**src/rtl/cpu_test_monitor.sv**
```systemverilog
// cpu_test_monitor: snoops CPU stores for tohost pass/fail, a run timeout and console bytes.
// Define MON_CONSOLE_EN to build the console FIFO; otherwise the console outputs are tied to 0.
module cpu_test_monitor #(
  parameter int ADDR_W = 32,
  parameter int DATA_W = 32,
  parameter logic [ADDR_W-1:0] TOHOST_ADDR = 32'h0000_1000,
  parameter logic [ADDR_W-1:0] CONSOLE_ADDR = 32'h0000_1004,
  parameter int TIMEOUT = 100000,
  parameter int CNT_W = 32,
  parameter int FIFO_DEPTH = 16
) (
  input  logic              clk,
  input  logic              rst,
  input  logic              start,
  input  logic              wr_en,
  input  logic [ADDR_W-1:0] mem_addr,
  input  logic [DATA_W-1:0] w_data,
  output logic [1:0]        state,
  output logic              done,
  output logic              pass,
  output logic              timed_out,
  output logic [DATA_W-1:0] fail_code,
  output logic [CNT_W-1:0]  cycle_count,
  output logic              con_valid,
  output logic [7:0]        con_data,
  input  logic              con_ready,
  output logic              con_overflow
);
  typedef enum logic [1:0] {IDLE, RUN, PASS, FAIL} st_t;
  st_t st;
  logic tohost;
  assign tohost = wr_en && mem_addr == TOHOST_ADDR;
  assign state = st;
  always_ff @(posedge clk or negedge rst)
    if (!rst) begin
      st <= IDLE;
      done <= 1'b0;
      pass <= 1'b0;
      timed_out <= 1'b0;
      fail_code <= '0;
      cycle_count <= '0;
    end else if (start) begin
      st <= RUN;
      done <= 1'b0;
      pass <= 1'b0;
      timed_out <= 1'b0;
      fail_code <= '0;
      cycle_count <= '0;
    end else if (st == RUN) begin
      if (tohost && w_data == DATA_W'(1)) begin
        st <= PASS;
        done <= 1'b1;
        pass <= 1'b1;
      end else if (tohost && w_data != '0) begin
        st <= FAIL;
        done <= 1'b1;
        fail_code <= w_data >> 1;
      end else if (cycle_count == CNT_W'(TIMEOUT - 1)) begin
        st <= FAIL;
        done <= 1'b1;
        timed_out <= 1'b1;
      end else if (~&cycle_count)
        cycle_count <= cycle_count + 1'b1;
    end
`ifdef MON_CONSOLE_EN
  localparam int AW = $clog2(FIFO_DEPTH);
  logic [7:0] mem [FIFO_DEPTH];
  logic [AW:0] wptr, rptr, wptr_n, rptr_n;
  logic push, pop, full, acc;
  assign push = wr_en && mem_addr == CONSOLE_ADDR;
  assign pop = con_valid && con_ready;
  assign full = (wptr ^ rptr) == (AW+1)'(FIFO_DEPTH);
  assign acc = push && (!full || pop);
  assign wptr_n = wptr + (AW+1)'(acc);
  assign rptr_n = rptr + (AW+1)'(pop);
  always_ff @(posedge clk)
    if (acc) mem[wptr[AW-1:0]] <= w_data[7:0];
  // con_data is registered: the next head is the fresh byte when it lands in the head slot
  always_ff @(posedge clk or negedge rst)
    if (!rst) begin
      wptr <= '0;
      rptr <= '0;
      con_valid <= 1'b0;
      con_data <= '0;
      con_overflow <= 1'b0;
    end else begin
      wptr <= wptr_n;
      rptr <= rptr_n;
      con_valid <= wptr_n != rptr_n;
      con_data <= (acc && rptr_n[AW-1:0] == wptr[AW-1:0]) ? w_data[7:0] : mem[rptr_n[AW-1:0]];
      con_overflow <= (con_overflow && !start) || (push && full && !pop);
    end
`else
  logic unused_con;
  assign unused_con = ^{con_ready, CONSOLE_ADDR, FIFO_DEPTH};
  assign con_valid = 1'b0;
  assign con_data = '0;
  assign con_overflow = 1'b0;
`endif
endmodule

```
**config.mk**
```make
export PLATFORM = sky130hd
export DESIGN_NAME = cpu_test_monitor
export DESIGN_NICKNAME = d
export VERILOG_FILES = /design/src/rtl/cpu_test_monitor.sv
export SDC_FILE = /design/constraint.sdc
export NUM_CORES = 1
export LEC_CHECK = 0
export BUFFER_PORTS_ARGS = -buffer_cell sky130_fd_sc_hd__buf_4
export CAP_MARGIN = 20
export CORE_ASPECT_RATIO = 0.7
export CORE_MARGIN = 2
export CORE_UTILIZATION = 25
export CTS_BUF_LIST = sky130_fd_sc_hd__clkbuf_8
export DETAILED_ROUTE_END_ITERATION = 7
export GPL_TIMING_DRIVEN = 0
export HOLD_SLACK_MARGIN = 0.12
export PLACE_DENSITY = 0.46
export RECOVER_POWER = 25
export SLEW_MARGIN = 20
export SYNTH_ARGS = -nofsm -noshare
export SYNTH_HDL_FRONTEND = slang
export SYNTH_SLANG_ARGS = --single-unit
```
**constraint.sdc**
```tcl
create_clock -name clk -period 2.6 [get_ports clk]
set_clock_uncertainty 0.2 [all_clocks]
set_input_delay 0.13 -clock clk [delete_from_list [all_inputs] [get_ports clk]]
set_output_delay 0.13 -clock clk [all_outputs]
set_load 0.05 [all_outputs]
```
# Word level (Yosys, flattened, before mapping)
# Cells that the tools add are included.
# word_totals
elab_cells	57
input_bits	69
output_inout_bits	79
ff_bits	69
# classes
mux	27
n_reduce_logical	15
add_sub_neg	1
n_eq_ne	8
# ops
operator	n
$mux W32	10
$add A32 B1 Y32 const B	1
$eq A32 B1 Y1 const B	1
$eq A32 B13 Y1 const B	1
$eq A32 B17 Y1 const B	1
$reduce_and A32 Y1	1
$reduce_bool A32 Y1	1
$mux W1	12
$mux W2	5
$ne A2 B2 Y1 const B	4
$reduce_bool A2 Y1	4
$reduce_and A5 Y1	1
$reduce_and A2 Y1	2
$reduce_and A4 Y1	1
$reduce_bool A4 Y1	1
$logic_and A1 B1 Y1	3
$reduce_and A3 Y1	1
$eq A2 B1 Y1 const B	1

# Longest topological paths before layout
# logic_depth
depth_word	7
ltp_mapped	9

# Worst setup path before layout
# Ideal clock, no wire load.
# synth_path
path_kind	flip-flop to flip-flop
start	reg cycle_count[2]
end	reg cycle_count[25]
slack_ns	-0.267
stages_incl_launch_ff	9
setup_time_ns	0.125
synth_period_minus_slack_ns	2.867
arrival_ns	2.543
n_path_buf	1
cell_sequence	dfrtp_1 > and3_1 > buf_6 > nand3_1 > or4_1 > a221oi_4 > nand3_2 > nor3_1 > mux2_2
# synth_between
elab_chain_len	7
# synth_rtl
item	line_no	rtl
from (decl)	23	output logic [CNT_W-1:0] cycle_count,
from (signal assigned)	63	cycle_count <= cycle_count + 1'b1;
$add A32 B1 Y32	63	
$mux W32	62	end else if (~&cycle_count)
$mux W32	58	end else if (cycle_count == CNT_W'(TIMEOUT - 1)) begin
$mux W32	54	end else if (tohost && w_data != '0) begin
$mux W32	50	if (tohost && w_data == DATA_W'(1)) begin
$mux W32	49	end else if (st == RUN) begin
$mux W32	42	end else if (start) begin
# Parallel ways exist; a longest one is shown, timed or not. The select of a mux whose other input is x is not followed.
# A chain may end at the register's enable or synchronous reset.

# Worst setup path after layout
# layout_path
start	reg cycle_count[20]
end	reg cycle_count[27]
# Same word-level chain as after synthesis.

==> results.txt <==
Hold Vio Cnt, Final: 0
Slowest CP cell: or4_4
Row cnt: 36
Gr ovfl total: 0
Antenna violations before repair: 0
Synth-to-Final Area Change: 57.1%
I/O pins: 148
Pin count of the biggest net entering global routing: 68
Initial Util: 25.7%
Crit Path Category: reg -> reg
Ranking of synthesized cells by area: dfrtp_1, nand2_1, a21oi_1
Failing checks: capacitance limit, slew limit, setup timing
Post-synth top cells: nand2_1, dfrtp_1, a21oi_1
Leading area contributor after synthesis: dfrtp_1
Total track usage: 16.1%
Final max-slew violation count: 68
Flop-to-flop setup slack: -0.03 ns
Post-DP HPWL: 8980 µm
TritonRoute pass-1 iters: 4
Number of distinct library cells after synthesis: 49
Synthesized area per cell: 8.88 µm²
Reg-to-reg startpoint: cycle_count[20]
Largest delay contributor family on the critical path: simple AND/OR/NAND/NOR gates
Hold depth: 4
Startpoint types: register
Die width: 148 µm
DIE AREA: 0.0154 mm²
RePlAce Congestion: 0.766
Fill count: 1,458
DRT iter0 DRCs: 131
Input/output buffers: 134
Final setup vio count: 3
Worst skew pair latency: 0.35 ns
Vias in the first global route: 3,650
Worst hold path class: in -> reg
Seq cells post-synth: 67
Hold Path End: state[0]
Post-route DRC: 0
Wire per inst: 15.2 µm
Crit path required time: 2.64 ns
Peak supply drop: 0.182 mV
Synthesized area: 0.00361 mm²
Chip height: 104 µm
Num CTS Buffers: 9
Post-synth top area share: 46.5%
Longest Clk Path Bufs: 2
Ant diodes: 0
Unrepaired setup endpoints after global routing: true
Crit. End Element: register
Top-count cell post-synth: nand2_1
Worst path cell trace: or4_4 > or4_4 > nor4_4 > a211oi_4 > nand3_4 > buf_6 > nor3_4 > mux2_4
Final wirelength: 12,400 µm
R2R Path End: cycle_count[27]
PwrDens: 382 mW/mm²
Main flop type after synthesis: dfrtp_1
MaxCap Viol Count: 1
CTS root buf: clkbuf_8
Crit path DAT: 2.67 ns
Slew @ Worst Pin: 1.77 ns
Via count: 3,752
Sequential share of the synthesized area: 46.5%
HP Start: w_data[0]
Post-route minimum period: 2.63 ns
Number of synthesized flops with an enable pin: 0
Clk sink count: 67
Buf/Inv on CP: 1
DR vias/cell: 4.62
TritonCTS clock tree: yes
Max stage delay on crit path: 0.52 ns
Placed cells: 740
Clock slew at reported path FFs: 0.08 ns
Core Box Area: 0.0140 mm²
CP max FO: 6
Mapped Cells: 406
Fraction of layout cells with a size suffix above 1: 34.0%
Slew headroom: -17.7%
CTS H-Tree Depth: 3
Worst slack, placed: -0.395 ns
Leakage: 0.00243 µW
Layout net count: 688
Post-synth ARST share: 100%
FMAX: 380 MHz
Most used cell, CP: or4_4
Setup WS post-layout: -0.0338 ns
Cell Count, Final, Fillers Out: 813
ANT nets after route: 0
Yosys warns: 0
R2r worst-path depth: 8
Status: finished, violations left
First-pass GRT wire length: 19,700 µm
Final cycle utilization of the critical path: 101%
-- report_power, final --
| part | leakage (µW) | internal (µW) | total, µW | switching [µW] |
|---|---|---|---|---|
| sequential | 0.000911 | 1050 | 1050 | 4.62 |
| clock | 0.000105 | 433 | 853 | 421 |
| combinational | 0.00142 | 127 | 262 | 136 |
| total | 0.00243 | 1610 | 2170 | 561 |
-- sequential cells by signal (all words and copies together) (netlist names) --
register     cells
cycle_count     32
fail_code       31
state            2
pass             1
timed_out        1
-- through the flow --
| step | util (%) | setup TNS, ns | hold WS, ns | instance area [µm²] | power [µW] |
|---|---|---|---|---|---|
| 2_1_floorplan | - | -0.686 | -0.366 | 3690 | 1170 |
| 3_3_place_gp | 35.2 | -9.74 | 0.121 | 4940 | 1290 |
| 3_5_place_dp | 35.2 | -13.09 | 0.122 | 4940 | 1290 |
| 4_1_cts | 39.9 | -0.865 | 0.145 | 5590 | 2210 |
| 5_1_grt | 40.4 | -0.912 | 0.199 | 5660 | 2270 |
| 6_report | 40.4 | -0.0416 | 0.167 | 5660 | 2170 |
-- cell usage in the layout, fill, tap and decap left out, types with 6 or more instances in the layout --
master | netlist | layout
o21ai_0 | 10 | 7
nor2_1 | 33 | 32
a21oi_1 | 42 | 39
clkbuf_1 | 11 | 49
and3_1 | 7 | 6
dlygate4sd3_1 | 0 | 33
inv_1 | 4 | 6
nor4_1 | 18 | 16
nor2b_1 | 8 | 8
buf_6 | 3 | 6
nand3_2 | 2 | 7
nand2_1 | 83 | 82
conb_1 | 1 | 11
clkbuf_8 | 1 | 10
or3_1 | 10 | 9
xor2_1 | 12 | 11
dfrtp_1 | 67 | 55
dfrtp_2 | 0 | 12
nand4_1 | 13 | 13
nand3_1 | 17 | 8
buf_4 | 12 | 128
-- layer usage --
| metal | GRT usage, % | part of all wire [%] | wire length, µm | vias up |
|---|---|---|---|---|
| met3 | 4.12 | 6.1 | 750 | 10 |
| met2 | 24.7 | 45 | 5550 | 118 |
| met1 | 22.7 | 48 | 5970 | 1796 |
| li1 | - | - | - | 1828 |
| met5 | 0 | 0 | 0 | - |
| met4 | 3.30 | 0.94 | 116 | 0 |
-- layout make-up --
type / count / area, µm² / area share [%]
flip-flops and latches: 67 / 1690 / 29.9
clock inverters: 7 / 61.3 / 1.08
plain buffers: 30 / 191 / 3.38
inverters: 4 / 15.0 / 0.265
clock buffers: 9 / 124 / 2.19
well taps: 190 / 238 / 4.20
multi-input cells: 314 / 1950 / 34.4
repair buffers: 192 / 1390 / 24.6
-- what timing repair did --
action | 4_1_cts | 5_1_grt
hold buffers | 33 | 0
endpoints found under the setup margin | 25 | 62
endpoints found under the hold margin | 103 | 0
pin swaps | 14 | 16
gates resized for setup | 10 | 31
buffers inserted | 12 | 13
-- logic make-up after synthesis --
group	share of synthesized area, %
flops	46.5
compound gates	9.65
other cells	0.104
xor+xnor	3.89
fa+ha+maj	0.347
mux	1.35
simple gates	32.2
buf+inv	5.93
-- tightest hold or removal path, stage by stage --
cell and delay (ns):
buf_4 0.11, nand4_1 0.24, o21ai_0 0.13, nand2b_1 0.07
-- worst max-delay path by stage --
stage,from,endpoint,depth (start not counted)
4_1_cts,cycle_count[20],cycle_count[30],7
6_report,cycle_count[20],cycle_count[27],8
3_5_place_dp,w_data[2],cycle_count[25],8
2_1_floorplan,cycle_count[20],cycle_count[27],7
5_1_grt,cycle_count[20],cycle_count[27],8
3_3_place_gp,w_data[2],cycle_count[25],8
(Power assumes the default switching activity.)
